### src/rtl/queue_pkg.sv
// Shared definitions for the 8-bit queue command interface: command codes,
// reader FSM encoding and default element width.
package queue_pkg;

  localparam int QUEUE_DW = 8;

  typedef enum logic [2:0] {
    OP_NOP  = 3'b000,
    OP_TAIL = 3'b011,
    OP_POP  = 3'b100,
    OP_PUSH = 3'b101
  } queue_op_e;

  typedef enum logic [2:0] {
    ST_IDLE  = 3'd0,
    ST_CHECK = 3'd1,
    ST_ISSUE = 3'd2,
    ST_WAIT  = 3'd3,
    ST_HOLD  = 3'd4
  } reader_state_e;

endpackage

### src/rtl/queue_drain_reader.sv
// Reader-side initiator: pops elements from the queue core on request and
// presents each one on a single-entry valid/ready output stream.
module queue_drain_reader
  import queue_pkg::*;
#(
  parameter int DW      = queue_pkg::QUEUE_DW,
  parameter int CNT_W   = 8,
  parameter int TIMEOUT = 15
) (
  input  logic             clk,
  input  logic             rst,
  input  logic             start,
  input  logic [CNT_W-1:0] count,
  output logic             busy,
  output logic             done,
  output logic             error,
  output logic [DW-1:0]    q_in,
  output logic [2:0]       q_op,
  output logic             q_apply,
  input  logic [DW-1:0]    q_tail,
  input  logic             q_empty,
  input  logic             q_valid,
  output logic [DW-1:0]    out_data,
  output logic             out_valid,
  input  logic             out_ready
);

  localparam int            TW         = $clog2(TIMEOUT + 1);
  localparam logic [TW-1:0] TIMER_LAST = TW'(TIMEOUT - 1);

  reader_state_e    state, state_nxt;
  logic [CNT_W-1:0] remaining;
  logic             unlimited;
  logic [TW-1:0]    timer;
  logic             exhausted;
  logic             capture;

  assign exhausted = !unlimited && (remaining == '0);
  assign capture   = (state == ST_WAIT) && q_valid;
  assign q_in      = '0;

  // NOTE: sequential state is updated with non-blocking assignments so every
  // register samples the pre-edge values of the others.
  always_ff @(posedge clk or posedge rst) begin
    if (rst) state <= ST_IDLE;
    else     state <= state_nxt;
  end

  // NOTE: every output of this block gets a default first, so no path through
  // the case statement can leave a value held and infer a latch.
  always_comb begin
    state_nxt = state;
    done      = 1'b0;
    error     = 1'b0;
    q_apply   = 1'b0;
    q_op      = OP_NOP;
    unique case (state)
      ST_IDLE: begin
        if (start) state_nxt = ST_CHECK;
      end
      ST_CHECK: begin
        if (q_empty || exhausted) begin
          done      = 1'b1;
          state_nxt = ST_IDLE;
        end else if (out_valid && !out_ready) begin
          state_nxt = ST_HOLD;
        end else begin
          // A buffer being accepted this cycle is free in time for the response.
          state_nxt = ST_ISSUE;
        end
      end
      ST_HOLD: begin
        if (out_ready) state_nxt = ST_ISSUE;
      end
      ST_ISSUE: begin
        q_apply   = 1'b1;
        q_op      = OP_POP;
        state_nxt = ST_WAIT;
      end
      ST_WAIT: begin
        if (q_valid) begin
          state_nxt = ST_CHECK;
        end else if (timer == TIMER_LAST) begin
          error     = 1'b1;
          state_nxt = ST_IDLE;
        end
      end
      default: state_nxt = ST_IDLE;
    endcase
  end

  assign busy = (state != ST_IDLE) && !done && !error;

  always_ff @(posedge clk or posedge rst) begin
    if (rst) begin
      remaining <= '0;
      unlimited <= 1'b0;
      timer     <= '0;
      out_valid <= 1'b0;
      out_data  <= '0;
    end else begin
      if ((state == ST_IDLE) && start) begin
        remaining <= count;
        unlimited <= (count == '0);
      end else if (capture && !unlimited && (remaining != '0)) begin
        remaining <= remaining - CNT_W'(1);
      end

      if (state == ST_ISSUE) begin
        timer <= '0;
      end else if ((state == ST_WAIT) && (timer != TIMER_LAST)) begin
        timer <= timer + TW'(1);
      end

      // The buffer is always empty in WAIT, so capture never races a transfer.
      if (capture) begin
        out_data  <= q_tail;
        out_valid <= 1'b1;
      end else if (out_valid && out_ready) begin
        out_valid <= 1'b0;
      end
    end
  end

endmodule

### config.mk
export PLATFORM = sky130hd
export DESIGN_NAME = queue_drain_reader
export DESIGN_NICKNAME = d
export VERILOG_FILES = /design/src/rtl/queue_pkg.sv /design/src/rtl/queue_drain_reader.sv
export SDC_FILE = /design/constraint.sdc
export NUM_CORES = 1
export LEC_CHECK = 0
export ABC_AREA = 0
export BUFFER_PORTS_ARGS = -buffer_cell sky130_fd_sc_hd__buf_2
export CORE_MARGIN = 2
export CORE_UTILIZATION = 56
export CTS_BUF_LIST = sky130_fd_sc_hd__clkbuf_8
export CTS_CLUSTER_SIZE = 28
export DETAILED_ROUTE_END_ITERATION = 10
export GPL_TIMING_DRIVEN = 0
export HOLD_SLACK_MARGIN = 0.03
export PLACE_DENSITY = 0.94
export SETUP_SLACK_MARGIN = 0.1
export SLEW_MARGIN = 20
export SYNTH_ARGS = -nofsm -noshare
export SYNTH_HDL_FRONTEND = slang
export SYNTH_SLANG_ARGS = --single-unit
### constraint.sdc
create_clock -name clk -period 4.6 [get_ports clk]
set_input_delay 0.46 -clock clk [delete_from_list [all_inputs] [get_ports clk]]
set_output_delay 0.46 -clock clk [all_outputs]
set_load 0.005 [all_outputs]
# Yosys cells after proc, flatten, opt, wreduce, memory -nomap -nowiden
# Index checks and enable logic that the tools add are counted.
[word_totals] reg_bits=25 in_bits=22 wordCells=61
[op_classes] n_addsub=2 eq_ne=9 n_mux=20 reduce_logical=24
[op_table] cell="$mux W3" count=7
[op_table] cell="$logic_not A8 Y1" count=2
[op_table] cell="$mux W8" count=2
[op_table] cell="$pmux W3 S5" count=1
[op_table] cell="$logic_and A1 B1 Y1" count=10
[op_table] cell="$mux W1" count=8
[op_table] cell="$mux W4" count=2
[op_table] cell="$reduce_bool A8 Y1" count=1
[op_table] cell="$sub A8 B1 Y8 const B" count=1
[op_table] cell="$eq A3 B2 Y1 const B" count=2
[op_table] cell="$reduce_bool A2 Y1" count=3
[op_table] cell="$add A4 B1 Y4 const B" count=1
[op_table] cell="$eq A4 B4 Y1 const B" count=1
[op_table] cell="$logic_not A1 Y1" count=4
[op_table] cell="$ne A2 B2 Y1 const B" count=2
[op_table] cell="$ne A4 B4 Y1 const B" count=1
[op_table] cell="$eq A3 B1 Y1 const B" count=1
[op_table] cell="$eq A3 B3 Y1 const B" count=1
[op_table] cell="$logic_not A3 Y1" count=1
[op_table] cell="$ne A3 B2 Y1 const B" count=1
[op_table] cell="$reduce_and A3 Y1" count=1
[op_table] cell="$reduce_bool A3 Y1" count=1
[op_table] cell="$logic_or A1 B1 Y1" count=1

# Longest topological paths before layout
[depth] word_depth=8 depth_mapped=6 ltp_nobuf=6

# Worst setup path after synthesis
# Ideal clock, no wire load.
[synth_path] kind="flip-flop to flip-flop" from="register remaining[0]" to="register remaining[5]" setup_time_ns=0.082 t_arrival_ns=1.730 setup_slack_ns=2.789 stages_incl_launch_ff=7 n_path_buf=0 cell_sequence="dfrtp_1 > inv_1 > ha_1 > nor3b_1 > a211o_1 > or4_1 > a31oi_1"
[synth_between] elab_chain_len=3 word_cells_on_any_way=6 classes_between="1 x add/sub; 2 x mux; 3 x reduce/logical"
[synth_rtl] element="start, declared" line_no="queue_drain_reader.sv:32" source="logic [CNT_W-1:0] remaining;"
[synth_rtl] element="start signal, assigned" line_no="queue_drain_reader.sv:103" source="remaining <= count;"
[synth_rtl] element="start signal, assigned" line_no="queue_drain_reader.sv:106" source="remaining <= remaining - CNT_W'(1);"
[synth_rtl] element="$sub A8 B1 Y8 / $reduce_bool A8 Y1 (equally long branches)" line_no="queue_drain_reader.sv:106, queue_drain_reader.sv:105"
[synth_rtl] element="$mux W8 / $logic_and A1 B1 Y1 (equally long branches)" line_no="queue_drain_reader.sv:105" source="end else if (capture && !unlimited && (remaining != '0)) begin"
[synth_rtl] element="$mux W8 / $reduce_bool A2 Y1 (equally long branches)"
# Parallel ways exist; a longest one is shown, timed or not. The select of a mux whose other input is x is not followed.
# A chain may end at the register's enable or synchronous reset.

# Final worst setup path
[layout_path] from="register remaining[0]" to="output port busy"
[layout_between] elab_chain_len=8
[layout_rtl] element="$logic_not A8 Y1" line_no="queue_drain_reader.sv:38" source="assign exhausted = !unlimited && (remaining == '0);"
[layout_rtl] element="$logic_and A1 B1 Y1" line_no="queue_drain_reader.sv:38"
[layout_rtl] element="$logic_or A1 B1 Y1" line_no="queue_drain_reader.sv:62" source="if (q_empty || exhausted) begin"
[layout_rtl] element="$mux W1" line_no="queue_drain_reader.sv:62"
[layout_rtl] element="$mux W1" line_no="queue_drain_reader.sv:57" source="unique case (state)"
[layout_rtl] element="$logic_not A1 Y1" line_no="queue_drain_reader.sv:92" source="assign busy = (state != ST_IDLE) && !done && !error;"
[layout_rtl] element="$logic_and A1 B1 Y1 (2 in series)" line_no="queue_drain_reader.sv:92"
[layout_rtl] element="end, declared" line_no="queue_drain_reader.sv:14" source="output logic busy,"
# Every way passes these cells.

==> impl_results.md <==
* Outcome: finished, final reports clean
* Final #Nets at about 240
* Htree depth at 1
* Unique masters post-synth at 39
* # IOs at 46
* Hold Path End: out_data[6]
* Syn Std Cell Area at roughly 1400 um2
* Required @ worst endpoint at between 4000 and 5000 ps
* Post-CTS setup buffers at 0
* CTS tree: yes
* TNS Setup at 0 ps
* FMAX at between 400 and 500 MHz
* Skew-Pair Late Insertion Delay at 280 ps
* Total GRT Usage at approximately a quarter
* Setup WS pre-CTS at between 2000 and 3000 ps
* DRC viols at 0
* Multi-input logic area at between 700 and 800 um2
* # Max-Cap Violations at 0
* PwrDens at ~540 nW/um2
* Core ar. at between 2000 and 2500 um2
* Post-cts sizing count at 0
* Num Clock Sinks at 25
* Syn Area/Cell at 8.67 um2
* HPWL Detailed at ~2300 um
* Slew @ Worst Pin at 929 ps
* # setup viols final at 0
* Rows at 18
* Normalized max-slew margin at about 38%
* Hold WC Path Type: in2reg
* VDD IR max at 0.343 mV
* Num CTS Buffers at 3
* Critical path type: reg2out
* Crit path cell chain: inv_1, ha_1, nor4b_1, nand2_1, nand3b_1, a21oi_1, buf_2
* Post-Route WL at 3120 um
* Leading area contributor after synthesis: dfrtp_1
* Final Hold Fails at 0
* RSZ-0062 raised after global routing: no
* Input/output buffers at 35
* Area Overhead vs Synth at 20.5%
* Register area at roughly 630 um2
* Fin crit share at between 50% and 60%
* Vias post-DR at 1351
* Hold path depth at 3
* Clk_skew at 3.15 ps
* Worst r2r path cells at 6
* Number of global-route vias before repair at ~1100
* Die Width at between 50 and 60 um
* # hold bufs at CTS at 0
* R2R setup slack at between 2000 and 3000 ps
* Critical Path AT at just under 2000 ps
* GP Congestion at 0.815
* Yosys reg bits at 25
* Synth top area share at 43.7%
* Sequential area share after synthesis at 43.7%
* DR vias/cell at 5.56
* Clk buf depth at 2
* Slowest Stage Delay on Critical Path at 450 ps
* Routed len/inst at between 10 and 15 um
* Starting density of the core at approximately three fifths
* Antenna violations before repair at 0
* Reg2reg end: remaining[5]
* Routed Antenna Nets at 0
* Number of antenna repair diodes at 0
* Worst r2r src: remaining[0]
* Global-route wire length before repair at ~5000 um
* Setup crit end kind: primary output
* Grt ovf at 0
* Die Ht at around 55 um
* Pin count of the biggest net entering global routing at 26
* CP startpoint kind: register
* Fillcell total at ~200
* Synth top area cells: dfrtp_1, nand2_1, buf_4
* Worst setup margin at approximately 2200 ps
* Reg clk slew, reported paths at about 90 ps
* Hold_sp: q_tail[6]
* Clock Root Buffer: clkbuf_8
* Slew Viols, Final at 0
* Die area at 2970 um2
* DRT Pass-1 Iters at 4
* Number of synthesis warnings at 0
* Initial DRC count at 31
* Slowest CP cell: nor4b_1
* Gate Count Post-Synth at roughly 170
* Lkg Pwr at 0.879 nW
* Layout cells sized above 1 at a little over a quarter
* Fin crit period at roughly 2400 ps
* Crit path max fanout at 5
==> logic make-up after synthesis <==
family | count (synthesis) | synth area share, %
simple gates | 82 | 29.0
compound gates | 31 | 15.2
flops | 25 | 43.7
buf+inv | 23 | 9.10
fa+ha+maj | 3 | 2.62
other cells | 1 | 0.262
==> metal layers <==
metal / part of all wire, % / wire length [um] / vias to the layer above / GRT usage (%)
li1: - / - / 661 / -
met1: 43 / 1340 / 636 / 30.5
met2: 49 / 1530 / 49 / 37.8
met3: 6.4 / 200 / 5 / 6.28
met4: 1.3 / 42 / 0 / 10.0
met5: 0 / 0 / - / 0
==> per-stage QoR <==
step | power [W] | std cells | hold WS [ps] | instance area [um2] | util (%)
2_1_floorplan | 0.000666 | 174 | 470 | 1460 | -
4_1_cts | 0.000931 | 243 | 363 | 1720 | 70.2
6_report | 0.000931 | 243 | 363 | 1720 | 70.2
3_5_place_dp | 0.000798 | 239 | 461 | 1680 | 68.3
5_1_grt | 0.00102 | 243 | 370 | 1720 | 70.2
3_3_place_gp | 0.000779 | 239 | 456 | 1680 | 68.3
==> Yosys cell counts (all sizes together) <==
master	instances
nand2	39
dfrtp	25
buf	13
nor2	9
a21oi	6
o21ai	6
clkbuf	5
inv	5
nand3	5
nor3	4
nor4	4
o311ai	4
a211oi	3
a22o	3
ha	3
o31ai	3
a211o	2
and3	2
nand2b	2
nand3b	2
nor2b	2
nor3b	2
or3	2
or4	2
or4b	2
a21boi	1
a31oi	1
and4b	1
conb	1
nand4b	1
nor4b	1
nor4bb	1
o221a	1
o41ai	1
or2	1
==> area by class of cell <==
class                   count  area share, %
multi-input cells         126           41.1
flip-flops and latches     25           36.3
repair buffers             35           10.2
plain buffers              18           6.46
clock buffers               3           2.40
well taps                  30           2.18
inverters                   5           1.09
clock inverters             1          0.290
==> report_power, final <==
part | internal [W] | leakage [nW] | switching (W)
Sequential | 0.000315 | 0.309 | 0.0000889
Clock | 0.0000608 | 0.0255 | 0.0000732
Combinational | 0.000184 | 0.544 | 0.000209
Total | 0.000559 | 0.879 | 0.000371
==> cell usage in the layout (no fill, tap or decap), drive strengths merged, types with 2 or more instances in the layout <==
cell | synthesis | routed
conb | 1 | 10
o311ai | 4 | 4
nor3 | 4 | 4
or3 | 2 | 2
buf | 13 | 48
nand2b | 2 | 2
nor4 | 4 | 4
or4b | 2 | 2
nor2 | 9 | 9
ha | 3 | 3
clkbuf | 5 | 8
a211o | 2 | 2
o31ai | 3 | 3
nor2b | 2 | 2
and3 | 2 | 2
or4 | 2 | 2
nand2 | 39 | 39
a21oi | 6 | 6
o21ai | 6 | 6
dfrtp | 25 | 25
a22o | 3 | 3
nand3b | 2 | 2
a211oi | 3 | 3
inv | 5 | 5
nand3 | 5 | 5
nor3b | 2 | 2
==> worst max-delay path, delay by kind of cell (launching register included) <==
kind	cells	cell delay [ps]
AO/OA/AOI/OAI	1	80
adder cells (fa/ha/maj)	1	210
buffers and inverters	2	210
flip-flops	1	430
AND/OR/NAND/NOR	3	720
==> worst max-delay path by stage <==
stage	slack [ps]	start	to	depth (start not counted)
after floorplan	2790	remaining[0]	remaining[5]	6
after global placement	2570	remaining[0]	busy	7
after detailed placement	2540	remaining[0]	busy	7
after CTS	2220	remaining[0]	busy	7
after global routing	1990	remaining[0]	busy	7
final	2210	remaining[0]	busy	7
==> state kept, by name, indices dropped and copies added, names as in the netlist <==
name	flops
unlimited	1
timer	4
out_data	8
out_valid	1
state	3
remaining	8
No activity file was read; power rests on OpenSTA's default activity.
